[config.mk]
export PLATFORM = sky130hd
export DESIGN_NAME = pio_out_pulse_32
export DESIGN_NICKNAME = d
export VERILOG_FILES = /design/src/rtl/pio_pkg.sv /design/src/rtl/pio_pulse_timer.sv /design/src/rtl/pio_out_pulse_32.sv
export SDC_FILE = /design/constraint.sdc
export NUM_CORES = 1
export LEC_CHECK = 0
export CORE_MARGIN = 2
export CORE_UTILIZATION = 46
export DETAILED_ROUTE_END_ITERATION = 8
export PLACE_DENSITY = 0.76
export SLEW_MARGIN = 40
export SYNTH_ARGS = -nofsm -noshare
export SYNTH_HDL_FRONTEND = slang
export SYNTH_SLANG_ARGS = --single-unit
[constraint.sdc]
create_clock -name clk -period 1.79 [get_ports clk]
set_input_delay 0.179 -clock clk [delete_from_list [all_inputs] [get_ports clk]]
set_output_delay 0.179 -clock clk [all_outputs]
set_load 0.02 [all_outputs]
[src/rtl/pio_pkg.sv]
// pio_pkg: register map and pulse-state encoding shared by the PIO blocks
package pio_pkg;
   localparam logic [2:0] ADDR_DATA   = 3'd0;
   localparam logic [2:0] ADDR_PWIDTH = 3'd1;
   localparam logic [2:0] ADDR_STATUS = 3'd3;
   localparam logic [2:0] ADDR_OUTSET = 3'd4;
   localparam logic [2:0] ADDR_OUTCLR = 3'd5;
   localparam logic [2:0] ADDR_PULSE  = 3'd6;
   localparam int STATUS_BUSY_BIT = 0;
   typedef enum logic {IDLE, PULSE} pulse_state_t;
endpackage

[src/rtl/pio_pulse_timer.sv]
// pio_pulse_timer: one-shot mask held for max(width,1) clocks, re-triggerable
module pio_pulse_timer
   import pio_pkg::*;
#(
   parameter int DATA_W  = 32,
   parameter int PULSE_W = 16
) (
   input  logic               clk,
   input  logic               reset,
   input  logic               trigger,
   input  logic [DATA_W-1:0]  trig_mask,
   input  logic [PULSE_W-1:0] width,
   output logic [DATA_W-1:0]  mask,
   output logic               busy
);
   pulse_state_t state;
   logic [PULSE_W-1:0] cnt;
   logic [PULSE_W-1:0] load;
   assign load = (width == '0) ? PULSE_W'(1) : width;
   // mask is zero whenever idle, so OR-ing covers both first trigger and re-trigger
   always_ff @(posedge clk) begin
      if (reset) begin
         state <= IDLE;
         cnt   <= '0;
         mask  <= '0;
         busy  <= 1'b0;
      end else if (trigger) begin
         state <= PULSE;
         cnt   <= load;
         mask  <= mask | trig_mask;
         busy  <= 1'b1;
      end else if (state == PULSE) begin
         cnt <= cnt - PULSE_W'(1);
         if (cnt == PULSE_W'(1)) begin
            state <= IDLE;
            mask  <= '0;
            busy  <= 1'b0;
         end
      end
   end
endmodule

[src/rtl/pio_out_pulse_32.sv]
// pio_out_pulse_32: Avalon-MM output PIO with set/clear and timed pulse registers
module pio_out_pulse_32
   import pio_pkg::*;
#(
   parameter int                DATA_W      = 32,
   parameter int                PULSE_W     = 16,
   parameter logic [DATA_W-1:0] RESET_VALUE = '0
) (
   input  logic              clk,
   input  logic              reset,
   input  logic [2:0]        address,
   input  logic              chipselect,
   input  logic              write_n,
   input  logic [31:0]       writedata,
   output logic [31:0]       readdata,
   output logic [DATA_W-1:0] out_port,
   output logic              busy
);
   logic               wr;
   logic [DATA_W-1:0]  wd;
   logic [DATA_W-1:0]  data_reg;
   logic [DATA_W-1:0]  mask;
   logic [PULSE_W-1:0] pulse_width;
   logic [31:0]        rd_mux;
   assign wr = chipselect && !write_n;
   assign wd = writedata[DATA_W-1:0];
   always_ff @(posedge clk) begin
      if (reset) begin
         data_reg    <= RESET_VALUE;
         pulse_width <= PULSE_W'(1);
         readdata    <= '0;
      end else begin
         readdata <= rd_mux;
         if (wr) begin
            data_reg <= address == ADDR_DATA   ? wd :
                        address == ADDR_OUTSET ? data_reg | wd :
                        address == ADDR_OUTCLR ? data_reg & ~wd : data_reg;
            if (address == ADDR_PWIDTH)
               pulse_width <= writedata[PULSE_W-1:0];
         end
      end
   end
   always_comb begin
      rd_mux = address == ADDR_DATA   ? 32'(data_reg) :
               address == ADDR_PWIDTH ? 32'(pulse_width) :
               address == ADDR_STATUS ? 32'(busy) << STATUS_BUSY_BIT : '0;
   end
   pio_pulse_timer #(.DATA_W(DATA_W), .PULSE_W(PULSE_W)) u_timer (
      .clk       (clk),
      .reset     (reset),
      .trigger   (wr && address == ADDR_PULSE),
      .trig_mask (wd),
      .width     (pulse_width),
      .mask      (mask),
      .busy      (busy)
   );
   // both operands are registers, so out_port has no path from the bus inputs
   assign out_port = data_reg | mask;
endmodule
==> summary.json <==
{
  "synth-async-reset-ratio": {"value": 0, "unit": "%"},
  "clock-sinks": {"value": 130},
  "globalRouteOverflowTotal": {"value": 0},
  "worstPathCellList": {"value": "nor2_1 -> nand4_1 -> o41ai_4 -> buf_4 -> buf_4 -> nor2_1"},
  "synthFlopType": {"value": "dfxtp_1"},
  "fmax": {"value": 589, "unit": "MHz"},
  "ir_worst_vdd": {"value": 0.000564, "unit": "V"},
  "final_cell_mix": {"value": "130 x dfxtp_1, 99 x nor2_1, 70 x clkdlybuf4s50_1"},
  "synth_enable_flop_cells": {"value": 0},
  "viasPerCell": {"value": 5.48},
  "timing.critical_path.max_delay_family": {"value": "simple AND/OR/NAND/NOR gates"},
  "vias": {"value": 4561},
  "met2_length": {"value": 6890, "unit": "um"},
  "clk_pin_slew_worst_paths": {"value": 60, "unit": "ps"},
  "setup_viol": {"value": 0},
  "clk_path_buf_depth": {"value": 2},
  "area_delta_synth_final": {"value": 37.6, "unit": "%"},
  "numCtsBuffers": {"value": 17},
  "dpl.cell_count": {"value": 797},
  "floorplan.die_area": {"value": 11700, "unit": "um2"},
  "grt_pass1_vias": {"value": 4512},
  "drc": {"value": 0},
  "power.share.combinational": {"value": 8.2, "unit": "%"},
  "outcome": {"value": "completed"},
  "top_level_ports": {"value": 104},
  "net_count_after_synthesis": {"value": 602},
  "p_leak": {"value": 2.93, "unit": "nW"},
  "total_power": {"value": 6.73, "unit": "mW"},
  "internal_power": {"value": 5.04, "unit": "mW"},
  "grt_start_max_net_pins": {"value": 65},
  "power_density": {"value": 980, "unit": "nW/um2"},
  "placement.setup.worst_slack": {"value": -204, "unit": "ps"},
  "met1_length": {"value": 5910, "unit": "um"},
  "critical_path_start_end_classification": {"value": "register to register"},
  "io_buffer_count": {"value": 103},
  "most_common_library_cell_in_the_layout_ignoring_fill_and_taps": {"value": "dfxtp_1"},
  "critical_path_buf_inv_count": {"value": 2},
  "final_nets": {"value": 720},
  "syn-mean-instance-area": {"value": 8.90, "unit": "um2"},
  "grt_setup_unrepaired": {"value": "no"},
  "clock-skew-final": {"value": 7.61, "unit": "ps"},
  "wirelength": {"value": 13900, "unit": "um"},
  "switching_part_of_the_total": {"value": 25.1, "unit": "%"},
  "highest_layer": {"value": "met4"},
  "tritoncts_clock_tree": {"value": "yes"},
  "critPathArrivalTime": {"value": 2110, "unit": "ps"},
  "gp_congestion": {"value": 0.808},
  "drive_above_1_share": {"value": 16.2, "unit": "%"},
  "firstDrtPassIters": {"value": 5},
  "final_period_minus_worst_setup_slack": {"value": 1700, "unit": "ps"},
  "final_hold_viol_count": {"value": 0},
  "finalCritPeriodShare": {"value": 94.9, "unit": "%"},
  "synth_sequential_area_ratio": {"value": 52.1, "unit": "%"},
  "net-switching-power": {"value": 1.69, "unit": "mW"},
  "antenna_violations_before_repair": {"value": 0},
  "post-dp-hpwl": {"value": 8750, "unit": "um"},
  "number_of_warnings_reported_in_the_yosys_synthesis_log": {"value": 0},
  "worstHoldPathType": {"value": "input pin to register"},
  "core_area": {"value": 10700, "unit": "um2"},
  "timing_max_transition_violations_final": {"value": 0},
  "max-cap-violations": {"value": 0},
  "mappedNetlistArea": {"value": 4990, "unit": "um2"},
  "post-synth-top-area-cell": {"value": "dfxtp_1"},
  "die_h": {"value": 108, "unit": "um"},
  "cts-root-buf": {"value": "clkbuf_8"},
  "yosysTopAreaCellShare": {"value": 52.1, "unit": "%"},
  "seqPwrFrac": {"value": 44.3, "unit": "%"},
  "area_of_combinational_cells_with_multiple_inputs": {"value": 2240, "unit": "um2"},
  "clk_latency": {"value": 520, "unit": "ps"},
  "clockPowerShare": {"value": 47.5, "unit": "%"},
  "synth_cells": {"value": 561},
  "tightest_pin_transition": {"value": 727, "unit": "ps"},
  "layout.area.seq": {"value": 2600, "unit": "um2"},
  "final.fill_count": {"value": 873},
  "setup.worst_path.end_class": {"value": "register"},
  "met3_length": {"value": 905, "unit": "um"},
  "setup.worst_path.start_class": {"value": "register"},
  "finalHoldWorstSlack": {"value": 283, "unit": "ps"},
  "synth.top_cells.by_area": {"value": "dfxtp_1 52%, nor2_1 7.4%, a21oi_1 6.6%"},
  "final_antenna_net_count": {"value": 0},
  "finalSetupTns": {"value": 0, "unit": "ps"},
  "initial_core_util": {"value": 46.7, "unit": "%"},
  "cpMaxStageDelayCell": {"value": "dfxtp_1"},
  "crit_fanout": {"value": 8},
  "grtUsageTotal": {"value": 24.2, "unit": "%"},
  "timing.final.ws_setup": {"value": 91.0, "unit": "ps"},
  "htree_levels": {"value": 4},
  "cp_data_required_time": {"value": 2200, "unit": "ps"},
  "rows": {"value": 38},
  "antenna_cells_inserted": {"value": 0},
  "worst_path_largest_cell_delay": {"value": 350, "unit": "ps"},
  "layout.cells.non_filler": {"value": 832},
  "drt-initial-drc-count": {"value": 260},
  "slew_headroom": {"value": 51.5, "unit": "%"},
  "ys_seq_elements": {"value": 130},
  "wl_per_instance": {"value": 16.7, "unit": "um"},
  "chipWidth": {"value": 108, "unit": "um"},
  "grt_pass1_wl": {"value": 22200, "unit": "um"},
  "synth_cell_type_count": {"value": 43}
}
## cells by family (layout without fill, tap and decap cells)
group / Yosys count / after routing / share of synthesized area (%)
AND/OR/NAND/NOR: 225 / 225 / 22.1
flip-flops: 130 / 130 / 52.1
adder cells (fa/ha/maj): 2 / 2 / 0.501
AO/OA/AOI/OAI: 135 / 135 / 16.1
buffers and inverters: 40 / 171 / 3.63
XOR/XNOR: 12 / 12 / 2.10
multiplexers: 17 / 17 / 3.43
## cells in the mapped netlist, types with 2 or more instances
| library cell | number |
|---|---|
| a211oi_1 | 11 |
| a21oi_1 | 66 |
| a22o_1 | 15 |
| a311oi_1 | 3 |
| and2_1 | 16 |
| buf_2 | 4 |
| buf_6 | 3 |
| clkbuf_1 | 26 |
| dfxtp_1 | 130 |
| ha_1 | 2 |
| inv_1 | 5 |
| mux2i_1 | 16 |
| nand2_1 | 40 |
| nand2b_1 | 2 |
| nand3_1 | 3 |
| nand4_1 | 5 |
| nor2_1 | 99 |
| nor2_2 | 4 |
| nor3_1 | 7 |
| nor4_1 | 4 |
| o21ai_0 | 35 |
| or2_2 | 32 |
| or3_1 | 3 |
| xnor2_1 | 2 |
| xor2_1 | 10 |
## stage by stage
| step | cell area [um2] | utilization, % |
|---|---|---|
| after floorplan | 4990 | - |
| after global placement | 6320 | 59.1 |
| after detailed placement | 6320 | 59.1 |
| after CTS | 6840 | 63.9 |
| after global routing | 6870 | 64.2 |
| final | 6870 | 64.2 |
## power groups by stage
stage / clock, mW / combinational [mW] / sequential, mW
3_5_place_dp: 0 / 0.546 / 3.05
5_1_grt: 3.35 / 0.596 / 2.99
2_1_floorplan: 0 / 0.278 / 3.04
3_3_place_gp: 0 / 0.532 / 3.04
4_1_cts: 3.22 / 0.538 / 2.98
6_report: 3.20 / 0.551 / 2.98
## repair_timing
action                                  4_1_cts  5_1_grt
resized for setup                            32        0
hold buffers                                  1        0
hold endpoints to repair                      2        0
pin swaps                                     0        1
gates cloned                                  0        1
setup buffers                                 0        1
endpoints found under the setup margin       32        4
## final timing paths
kind | startpoint | endpoint | slack [ps] | cells past startpoint
hold / removal | writedata[21] | register | 280 | 3
setup / recovery | u_timer.cnt[2] | u_timer.mask[26] | 90 | 6
setup reg to reg | u_timer.cnt[2] | u_timer.mask[26] | 90 | 6
hold reg to reg | u_timer.mask[7] | u_timer.mask[7] | 460 | 2
## routing by layer
layer | up-vias | GRT usage [%]
met3 | 26 | 5.12
met5 | - | 0
met2 | 178 | 39.9
met1 | 2200 | 31.2
li1 | 2157 | -
met4 | 0 | 9.25
## worst reg2reg max path, cell delays in order, from the launching register on
cell	delay, ps
dfxtp_1	350
nor2_1	270
nand4_1	220
o41ai_4	310
buf_4	200
buf_4	180
nor2_1	60
## final cells by class
| cell class | instances | share of cell area, % |
|---|---|---|
| flip-flops and latches | 130 | 37.9 |
| multi-input cells | 391 | 32.6 |
| repair buffers | 134 | 18.8 |
| clock buffers | 17 | 6.03 |
| well taps | 140 | 2.55 |
| clock inverters | 15 | 1.93 |
| inverters | 5 | 0.273 |
No activity file was read; power rests on OpenSTA's default activity.
